`config.mk`:
```
export PLATFORM = sky130hd
export DESIGN_NAME = tns_tx_scheduler
export DESIGN_NICKNAME = d
export VERILOG_FILES = /design/src/rtl/tns_tx_scheduler_pkg.sv /design/src/rtl/tns_rr_arbiter.sv /design/src/rtl/tns_tx_scheduler.sv
export SDC_FILE = /design/constraint.sdc
export NUM_CORES = 1
export LEC_CHECK = 0
export ABC_AREA = 1
export BUFFER_PORTS_ARGS = -buffer_cell sky130_fd_sc_hd__buf_2
export CAP_MARGIN = 15
export CORE_ASPECT_RATIO = 0.9
export CORE_MARGIN = 3
export CORE_UTILIZATION = 50
export DETAILED_ROUTE_END_ITERATION = 8
export PLACE_DENSITY = 0.82
export REMOVE_ABC_BUFFERS = 1
export SLEW_MARGIN = 20
export SYNTH_ARGS = -nofsm -noshare
export SYNTH_HDL_FRONTEND = slang
export SYNTH_SLANG_ARGS = --single-unit
```
`constraint.sdc`:
```
create_clock -name clock -period 4.2 [get_ports clock]
set_input_delay 0.84 -clock clock [delete_from_list [all_inputs] [get_ports clock]]
set_output_delay 0.84 -clock clock [all_outputs]
set_load 0.1 [all_outputs]
```
`src/rtl/tns_tx_scheduler_pkg.sv`:
```
// tns_tx_scheduler_pkg: encoder symbol defaults and scheduler FSM encoding
// The symbol constants must track the encoder's datain width and legal range.
package tns_tx_scheduler_pkg;
    localparam int TNS_SYM_W    = 3;
    localparam int TNS_SYM_MAX  = 6;
    localparam int TNS_IDLE_SYM = 0;
    typedef enum logic [1:0] {
        ST_IDLE = 2'd0,
        ST_HDR  = 2'd1,
        ST_PAY  = 2'd2
    } tx_state_t;
endpackage

```
`src/rtl/tns_rr_arbiter.sv`:
```
// tns_rr_arbiter: combinational round-robin pick starting at ptr, one-hot grant plus id
// Reusable for the RX return path; gnt is zero when en is low or no request is pending.
module tns_rr_arbiter #(
    parameter int NUM_REQ = 4,
    parameter int IDW     = $clog2(NUM_REQ)
) (
    input  logic [NUM_REQ-1:0] req,
    input  logic [IDW-1:0]     ptr,
    input  logic               en,
    output logic [NUM_REQ-1:0] gnt,
    output logic [IDW-1:0]     id
);
    logic [NUM_REQ-1:0] hi;
    logic [NUM_REQ-1:0] pool;
    always_comb begin
        // requests at or above ptr win; otherwise wrap to the lowest request
        hi   = req & ({NUM_REQ{1'b1}} << ptr);
        pool = (|hi) ? hi : req;
        id   = '0;
        for (int i = NUM_REQ - 1; i >= 0; i--)
            id = pool[i] ? IDW'(i) : id;
        gnt  = (en && |req) ? NUM_REQ'(1) << id : '0;
    end
endmodule

```
`src/rtl/tns_tx_scheduler.sv`:
```
// tns_tx_scheduler: shares one TNS encoder lane between requesters, framing each word
// as an optional id header followed by LSB-first payload symbols, IDLE_SYM between frames.
module tns_tx_scheduler
    import tns_tx_scheduler_pkg::*;
#(
    parameter int NUM_REQ      = 4,
    parameter int SYM_W        = TNS_SYM_W,
    parameter int SYM_PER_WORD = 4,
    parameter int SYM_MAX      = TNS_SYM_MAX,
    parameter int IDLE_SYM     = TNS_IDLE_SYM,
    parameter bit HDR_EN       = 1'b1,
    parameter int IDW          = $clog2(NUM_REQ)
) (
    input  logic                                  clock,
    input  logic                                  reset,
    input  logic [NUM_REQ-1:0]                    req_valid,
    input  logic [NUM_REQ*SYM_W*SYM_PER_WORD-1:0] req_data,
    output logic [NUM_REQ-1:0]                    req_ready,
    output logic [SYM_W-1:0]                      enc_data,
    output logic                                  enc_sof,
    output logic                                  enc_active,
    output logic [IDW-1:0]                        grant_id,
    output logic                                  sym_err
);
    localparam int               WORD_W  = SYM_W * SYM_PER_WORD;
    localparam int               CNT_W   = $clog2(SYM_PER_WORD + 1);
    localparam logic [SYM_W:0]   SYM_LIM = (SYM_W + 1)'(SYM_MAX);
    localparam logic [SYM_W-1:0] IDLE    = SYM_W'(IDLE_SYM);
    localparam logic [CNT_W-1:0] LAST    = CNT_W'(SYM_PER_WORD - 1);

    tx_state_t         state_q, state_d;
    logic [WORD_W-1:0] shift_q, shift_d;
    logic [CNT_W-1:0]  cnt_q, cnt_d;
    logic [IDW-1:0]    ptr_q, ptr_d, grant_id_q, grant_id_d;
    logic [SYM_W-1:0]  enc_data_q, enc_data_d;
    logic              enc_sof_q, enc_sof_d, enc_active_q, enc_active_d, sym_err_q, sym_err_d;
    logic [IDW-1:0]    arb_id;
    logic [WORD_W-1:0] word;
    logic [SYM_W-1:0]  next_sym, pay_sym;
    logic              arb_en, accept, illegal, shifting;

    assign arb_en = (state_q == ST_IDLE) || (state_q == ST_PAY && cnt_q == LAST);

    tns_rr_arbiter #(.NUM_REQ(NUM_REQ), .IDW(IDW)) u_arb (
        .req (req_valid),
        .ptr (ptr_q),
        .en  (arb_en),
        .gnt (req_ready),
        .id  (arb_id)
    );

    always_comb begin
        accept   = |req_ready;
        word     = req_data[arb_id*WORD_W +: WORD_W];
        // only a headerless accept emits straight from the incoming word
        next_sym = accept ? word[SYM_W-1:0] : shift_q[SYM_W-1:0];
        illegal  = {1'b0, next_sym} >= SYM_LIM;
        pay_sym  = illegal ? IDLE : next_sym;
        shifting = state_q == ST_HDR || (state_q == ST_PAY && cnt_q != LAST);
        state_d    = state_q;
        shift_d    = shift_q;
        cnt_d      = cnt_q;
        ptr_d      = ptr_q;
        grant_id_d = grant_id_q;
        enc_data_d = IDLE;
        enc_sof_d  = accept;
        sym_err_d  = sym_err_q;
        if (accept) begin
            grant_id_d = arb_id;
            ptr_d      = (arb_id == IDW'(NUM_REQ - 1)) ? '0 : arb_id + 1'b1;
            cnt_d      = '0;
            state_d    = HDR_EN ? ST_HDR : ST_PAY;
            shift_d    = HDR_EN ? word : word >> SYM_W;
            enc_data_d = HDR_EN ? SYM_W'(arb_id) : pay_sym;
            sym_err_d  = sym_err_q | (!HDR_EN && illegal);
        end else if (shifting) begin
            state_d    = ST_PAY;
            shift_d    = shift_q >> SYM_W;
            cnt_d      = (state_q == ST_HDR) ? '0 : cnt_q + 1'b1;
            enc_data_d = pay_sym;
            sym_err_d  = sym_err_q | illegal;
        end else begin
            state_d    = ST_IDLE;
        end
        enc_active_d = state_d != ST_IDLE;
    end

    always_ff @(posedge clock) begin
        if (reset) begin
            state_q      <= ST_IDLE;
            shift_q      <= '0;
            cnt_q        <= '0;
            ptr_q        <= '0;
            grant_id_q   <= '0;
            enc_data_q   <= IDLE;
            enc_sof_q    <= 1'b0;
            enc_active_q <= 1'b0;
            sym_err_q    <= 1'b0;
        end else begin
            state_q      <= state_d;
            shift_q      <= shift_d;
            cnt_q        <= cnt_d;
            ptr_q        <= ptr_d;
            grant_id_q   <= grant_id_d;
            enc_data_q   <= enc_data_d;
            enc_sof_q    <= enc_sof_d;
            enc_active_q <= enc_active_d;
            sym_err_q    <= sym_err_d;
        end
    end

    assign enc_data   = enc_data_q;
    assign enc_sof    = enc_sof_q;
    assign enc_active = enc_active_q;
    assign grant_id   = grant_id_q;
    assign sym_err    = sym_err_q;
endmodule

```
==> results_dict.tcl <==
set metrics [dict create \
    cts-resized-gates 0 \
    drive_gt1_frac 0.276 \
    drc 0 \
    leakage_nw 1.11 \
    post-cts-setup-buffer-count 0 \
    crit_arrival_ps 2630 \
    fin_crit_sh 0.827 \
    startpoint "req_valid[1]" \
    clkLatencyLatePin_ps 270 \
    clk_pin_slew_worst_paths_ps 90 \
    fin_crit_ps 3470 \
    cts_tree "yes" \
    post-synth-top-count-cell "nand2_1" \
    io_pins 66 \
    min_from "sym_err" \
    antenna_found_initial 0 \
    synthSimpleGateAreaFrac 0.328 \
    ir_drop_mv 0.268 \
    ys_types 30 \
    ys_seq_area_frac 0.308 \
    grtUsageTotal 0.206 \
    async_flop_share 0 \
    grt_busiest_layer "met2" \
    syn_to_final_growth_pct 21.9 \
    grt_util_met1 0.240 \
    final_util 0.656 \
    vias 1785 \
    synth_xor_xnor_area_share 0 \
    cts_made_buffers 3 \
    wl_per_cell_um 10.9 \
    slew_viol_final 0 \
    finalHoldViolCount 0 \
    initial_core_util 0.538 \
    holdWs_ps 460 \
    synth_area_leaders "dfxtp_1, nand2_1, nand3_1" \
    postCtsHoldBufs 0 \
    grt_use_met2 0.387 \
    synth_fa_ha_area_frac 0.0445 \
    grt_max_degree 38 \
    finClkSkew_ps 8.00 \
    synth-compound-area-share 0.182 \
    maxCapViolations 0 \
    synth_warnings 0 \
    ant_nets 0 \
    use_met3 0.0401 \
    avgSynthCellArea_um2 6.57 \
    endpoint_kind "primary output" \
    first_iter_violations 93 \
    crit_path_start_kind "input pin" \
    crit_fanout 37 \
    grt_pass1_wl_mm 6.63 \
    synthCells 257 \
    synth_top_cells_by_count "nand2_1, inv_1, dfxtp_1, nand3_1, nor2_1" \
    drtPass1Iterations 4 \
    slew_headroom 0.676 \
    row_count 19 \
    ys_ff_latch 26 \
    cts.sinks 26 \
    synth_flop_cell "dfxtp_1" \
    worstMarginPinSlew_ps 490 \
    root_buffer "clkbuf_8" \
    setup_violations 0 \
    netlist_area_mm2 0.00169 \
    core-area_mm2 0.00314 \
    rsz0062_at_grt "false" \
    cts.path.max_buffers 2 \
    worstPathRequired_ps 3360 \
    r2r-start "ptr_q[1]" \
    h-tree-depth 1 \
    yosys.area.top_type "dfxtp_1" \
    fillers 320 \
    num_antenna_cells 0 \
    layout.nets 380 \
    grt_pass1_vias 1673 \
    criticalPathCategory "in2out" \
    yosysTopAreaCellShare 0.308 \
    status "finished clean" \
    fp.dieW_um 67.2 \
    dp.cells 357 \
    muxShareOfSynthArea 0 \
    overflow 0 \
    synth_edf_count 0 \
    io_buffers 65 \
    drt_wl_total_mm 3.92 \
    dieArea_mm2 0.00411 \
    min_path_type "reg2reg" \
    die_y_um 61.1 \
    place.gp.congestion 0.812 \
    stdcell_count 361 \
    max_clock_freq_mhz 288 \
    powerDensity_mw_per_mm2 739 \
    hpwl_mm 3.06 \
    viasPerCell 4.94 \
    synth_top_family_by_area "simple AND/OR/NAND/NOR gates" \
    setup_tns_ps 0 \
]
worst paths after layout:
kind,slack [ps],end,depth (start not counted)
max,730,req_ready[1],12
min reg2reg,460,sym_err,2
min,460,sym_err,2
max reg2reg,1310,shift_q[0],18
metal layers:
metal  part of all wire  vias up
li1                   -      951
met1               0.45      787
met2               0.49       45
met3              0.056        2
met4             0.0064        0
met5                  0        -
state kept, by name, indices dropped and copies added (netlist names):
name        flops
ptr_q           2
cnt_q           3
enc_active      1
grant_id        2
sym_err         1
state_q         2
enc_data        3
shift_q        12
critical path, stage by stage:
cell and delay [ps]:
buf_2 120, nand2_1 80, nand3_1 80, nand2_1 80
nand2_2 90, nand2_4 100, nand2_4 210, inv_2 270
ha_1 210, inv_1 40, nor2_1 80, buf_2 430
cells by family (layout without fill, tap and decap cells):
family / count (synthesis) / count (layout)
compound gates: 47 / 47
fa+ha+maj: 6 / 6
buf+inv: 49 / 111
flops: 26 / 26
simple gates: 129 / 129
cell type report:
type	instances	area (µm²)	area share
Timing Repair Buffer	67	340	0.165
Clock buffer	4	55.1	0.0267
Inverter	40	153	0.0742
Tap cell	42	52.6	0.0255
Multi-Input combinational cell	182	937	0.455
Sequential cell	26	520	0.253
power by group:
group	switching [W]	leakage (nW)	total, W	internal [W]
registers	0.0000419	0.214	0.000381	0.000339
clock network	0.0000746	0.0288	0.000158	0.0000837
logic	0.000731	0.871	0.000982	0.000252
total	0.000847	1.11	0.00152	0.000674
placed cells by master, fill, tap and decap left out, drive strengths merged, types with 4 or more instances in the layout:
cell	synthesis	final
a21oi	13	13
nand2	82	82
dfxtp	26	26
nor2	17	17
o21ai	16	16
nand3	27	27
inv	38	38
clkbuf	0	4
o211ai	5	5
ha	6	6
buf	9	67
a22oi	5	5
per-stage QoR:
stage	area, µm²	power, W	worst slack, ps
2_1_floorplan	1610	0.00115	289
3_3_place_gp	2000	0.00135	799
3_5_place_dp	2000	0.00136	731
4_1_cts	2060	0.00152	727
5_1_grt	2060	0.00164	585
6_report	2060	0.00152	728
Note: power is estimated with default switching activity, not from simulation.
